$ cat config.mk
export PLATFORM = sky130hd
export DESIGN_NAME = fv_credit_sender
export DESIGN_NICKNAME = d
export VERILOG_FILES = /design/src/rtl/fv_credit_sender.sv
export SDC_FILE = /design/constraint.sdc
export NUM_CORES = 1
export LEC_CHECK = 0
export CORE_AREA = 3 3 40 42
export DETAILED_ROUTE_END_ITERATION = 10
export DIE_AREA = 0 0 43 45
export DONT_BUFFER_PORTS = 1
export PLACE_DENSITY_LB_ADDON = 0.05
export SYNTH_ARGS = -nofsm -noshare
export SYNTH_HDL_FRONTEND = slang
export SYNTH_SLANG_ARGS = --single-unit
$ cat constraint.sdc
create_clock -name clk -period 2.75 [get_ports clk]
set_input_delay 0.55 -clock clk [delete_from_list [all_inputs] [get_ports clk]]
set_output_delay 0.55 -clock clk [all_outputs]
set_load 0.005 [all_outputs]
$ cat src/rtl/fv_credit_sender.sv
// Credit-based sender feeding a push/pop FIFO: converts a valid/ready stream into pushes
// and never pushes unless a downstream slot was reserved by consuming a credit.
module fv_credit_sender #(
    parameter int MaxCredit      = 4,
    parameter int DataWidth      = 4,
    parameter int RegisterOutput = 1,
    localparam int CountWidth    = $clog2(MaxCredit + 1)
) (
    input  logic                  clk,
    input  logic                  rst,
    input  logic                  src_valid,
    output logic                  src_ready,
    input  logic [DataWidth-1:0]  src_data,
    output logic                  push,
    output logic [DataWidth-1:0]  push_data,
    input  logic                  credit_return,
    output logic [CountWidth-1:0] credit_count,
    output logic                  credits_empty
);

    localparam logic [CountWidth-1:0] MaxCount    = CountWidth'(MaxCredit);
    localparam logic [CountWidth:0]   MaxCountExt = (CountWidth + 1)'(MaxCredit);

    logic                accept;
    logic [CountWidth:0] count_next;

    // Only the registered count gates acceptance; a return this cycle helps next cycle.
    assign src_ready     = !rst && (credit_count != '0);
    assign accept        = src_valid && src_ready;
    assign credits_empty = (credit_count == '0);

    always_comb begin
        count_next = {1'b0, credit_count}
                   - (CountWidth + 1)'(accept)
                   + (CountWidth + 1)'(credit_return);
    end

    always_ff @(posedge clk) begin
        if (rst) begin
            credit_count <= MaxCount;
        end else if (count_next > MaxCountExt) begin
            // A spurious return at full credit must not push the count past the FIFO depth.
            credit_count <= MaxCount;
        end else begin
            credit_count <= count_next[CountWidth-1:0];
        end
    end

    generate
        if (RegisterOutput != 0) begin : g_reg
            logic                 out_valid;
            logic [DataWidth-1:0] out_data;

            always_ff @(posedge clk) begin
                if (rst) begin
                    out_valid <= 1'b0;
                    out_data  <= '0;
                end else begin
                    out_valid <= accept;
                    if (accept) out_data <= src_data;
                end
            end

            // Gated so a beat staged just before reset never reaches the FIFO.
            assign push      = out_valid && !rst;
            assign push_data = out_data;

            a_no_push_without_credit: assert property (@(posedge clk) disable iff (rst)
                push |-> $past(accept));
        end else begin : g_comb
            assign push      = accept;
            assign push_data = src_data;

            a_no_push_without_credit: assert property (@(posedge clk) disable iff (rst)
                push |-> accept);
        end
    endgenerate

    a_credit_no_overflow: assert property (@(posedge clk) disable iff (rst)
        (credit_count == MaxCount) |-> !credit_return);

    a_src_stable: assert property (@(posedge clk) disable iff (rst)
        (src_valid && !src_ready) |=> (src_valid && $stable(src_data)));

    a_credit_bound: assert property (@(posedge clk) disable iff (rst)
        credit_count <= MaxCount);

endmodule

==> impl_metrics.csv <==
group,metric,value,unit
sta,finalCriticalPeriod,2.52,ns
yosys,avgSynthCellArea,10.9,um2
routing,final_antenna_net_count,0,
cts,cts_htree_levels,1,
routing,num_vias,305,
cts,clkSinkCount,8,
cts,cts_buffers,3,
finish,final_common_cell,"dfxtp_1",
finish,synthToLayoutAreaGrowth,10.9,%
worst_setup_path,rr_worst_depth,10,
sta,final-max-slew-violation-count,0,
cts,clk_path_buf_depth,2,
floorplan,rows,13,
power_and_ir_drop,p_comb_share,43.1,%
cts,clkSlewWorstSetupHoldPaths,0.05,ns
floorplan,core-area,1280,um2
finish,layout-drive-gt1-share,25.5,%
placed_design,dpl_cell_area,498,um2
placed_design,place_inst,59,
yosys,syn-cell-area,469,um2
worst_setup_path,crit_type,"reg2reg",
floorplan,die_w,43,um
run_status,run_status,"complete, no violations",
worst_hold_path,whs_path_depth,1,
finish,instances_no_fill,62,
placed_design,numPortBuffers,0,
sta,tns,0,ns
routing,via_per_inst,4.92,
routing,drtIter0Drc,3,
grt,grtUsageTotal,10.3,%
worst_setup_path,cp.required,2.94,ns
sta,relSlewSlack,76.6,%
floorplan,num_io_pins,18,
floorplan,die_area,1940,um2
sta,skew,0.00282,ns
yosys,yosysWarnings,0,
routing,dr.pass1.iters,2,
floorplan,die_y,45,um
finish,layout_common_cells,"dfxtp_1, inv_1, nor2b_1, ha_1",
power_and_ir_drop,power_frac_seq,38.2,%
yosys,ys_seq_area_share,34.1,%
placed_design,pre_cts_ws,0.204,ns
worst_setup_path,cp_max_fo,5,
cts,postCtsHoldBufs,0,
finish,fin_util,40.5,%
routing,wl,827,um
job,cap_violations,0,
grt,grt_first_pass_wirelength,1440,um
sta,setup_viol,0,
power_and_ir_drop,p_switching,167,uW
floorplan,initial_utilization,36.5,%
finish,finalInstanceArea,520,um2
sta,worst_pin_slew,0.349,ns
finish,antenna_cells,0,
grt,grt_max_degree,11,
yosys,syn-num-nets,56,
sta,whs,0.373,ns
grt,grt_overflow,0,
power_and_ir_drop,netSwitchingFraction,37.0,%
worst_setup_path,startpoint_type,"flip-flop",
placed_design,dp_hpwl,714,um
yosys,synthDistinctLibCells,21,
power_and_ir_drop,powerDensity,868,nW/um2
cts,cts_tree,"done",
finish,nNetsFinal,62,
worst_setup_path,critical_path_arrival,2.71,ns
power_and_ir_drop,vdd_ir_drop_max,400,uV
cts,cts_root_buffer,"clkbuf_4",
power_and_ir_drop,total_power,452,uW
grt,grt_pass1_vias,336,
cts,post_cts.repair.setup_buffers,0,
power_and_ir_drop,p_leak,0.233,nW
routing,drc,0,
yosys,synth_cells,43,
sta,fmax,397,MHz
yosys,ys_ff_latch,8,
cts,cts_resized,0,
sta,rsz0062_at_grt,"false",
power_and_ir_drop,power.internal,285,uW
routing,avgRoutedWirePerCell,13.3,um
power_and_ir_drop,pwr-share-clk,18.7,%
worst_hold_path,hold_class,"in2reg",
cts,clock_latency,0.25,ns
grt,antenna_found_initial,0,
sta,layout_setup_ws,0.230,ns
sta,finalHoldViolations,0,
worst_setup_path,endpoint_kind,"flip-flop",
sta,finalCritPeriodShare,91.7,%
placed_design,place.gp.congestion,0.777,
[worst max-delay path, cell delays in order, from the launching register on]
cell       delay, ns
dfxtp_1         0.47
nor3_2          0.10
nor3b_4         0.20
ha_1            0.26
inv_1           0.06
ha_1            0.18
inv_1           0.06
fa_1            0.38
xnor2_1         0.19
a2111oi_4       0.38
o21ba_1         0.18
[final cells by class]
class                      instances  area (um2)
fill                             132         764
sequential                         8         160
clock buffer                       3        22.5
tap                               15        18.8
timing repair buffer               2        15.0
inverter                           6        22.5
multi-input combinational         28         282
[metal layers]
metal / vias to the layer above / part of all wire [%] / global-route usage, %
met5: - / 0 / 0
met4: 0 / 0.60 / 7.23
met3: 2 / 5.0 / 4.38
met2: 6 / 54 / 15.6
met1: 146 / 41 / 11.7
li1: 151 / - / -
[power by group through the flow]
stage                     Combinational, mW  Sequential, mW  Clock (mW)
after floorplan                       0.157           0.169           0
after global placement                0.186           0.175           0
after detailed placement              0.196           0.176           0
after CTS                             0.199           0.174      0.0918
after global routing                  0.217           0.176       0.101
final                                 0.195           0.173      0.0844
[cells by family (layout without fill, tap and decap cells)]
family | Yosys count | after routing | synth area share (%)
multiplexers | 4 | 4 | 9.60
XOR/XNOR | 1 | 1 | 1.87
buffers and inverters | 7 | 11 | 5.87
AND/OR/NAND/NOR | 14 | 14 | 22.9
adder cells (fa/ha/maj) | 5 | 5 | 14.9
AO/OA/AOI/OAI | 4 | 4 | 10.7
flip-flops | 8 | 8 | 34.1
[cells in the mapped netlist]
master	n	area share, %
a2111oi_4	1	5.9
a21oi_1	1	1.1
and3_1	1	1.3
buf_2	1	1.1
dfxtp_1	8	34
fa_1	1	4.3
ha_1	4	11
inv_1	6	4.8
mux2_1	1	2.4
mux2_2	3	7.2
nand2b_1	1	1.3
nand3_1	1	1.1
nor2_1	2	1.6
nor2b_1	5	6.7
nor3_2	1	2.1
nor3b_1	1	1.6
nor3b_4	1	4.0
nor4b_2	1	3.2
o21a_1	1	1.6
o21ba_1	1	2.1
xnor2_1	1	1.9
[final timing paths]
kind | to | start | slack (ns)
worst max-delay path | credit_count[1] | credit_count[2] | 0.23
worst min-delay path | g_reg.out_valid | rst | 0.37
worst max register to register | credit_count[1] | credit_count[2] | 0.23
worst min register to register | push_data[2] | push_data[2] | 0.61
[flip-flops by register name, summed over array words and instances (netlist names)]
name,flops
g_reg.out_valid,1
push_data,4
credit_count,3
No activity file was read; power rests on OpenSTA's default activity.
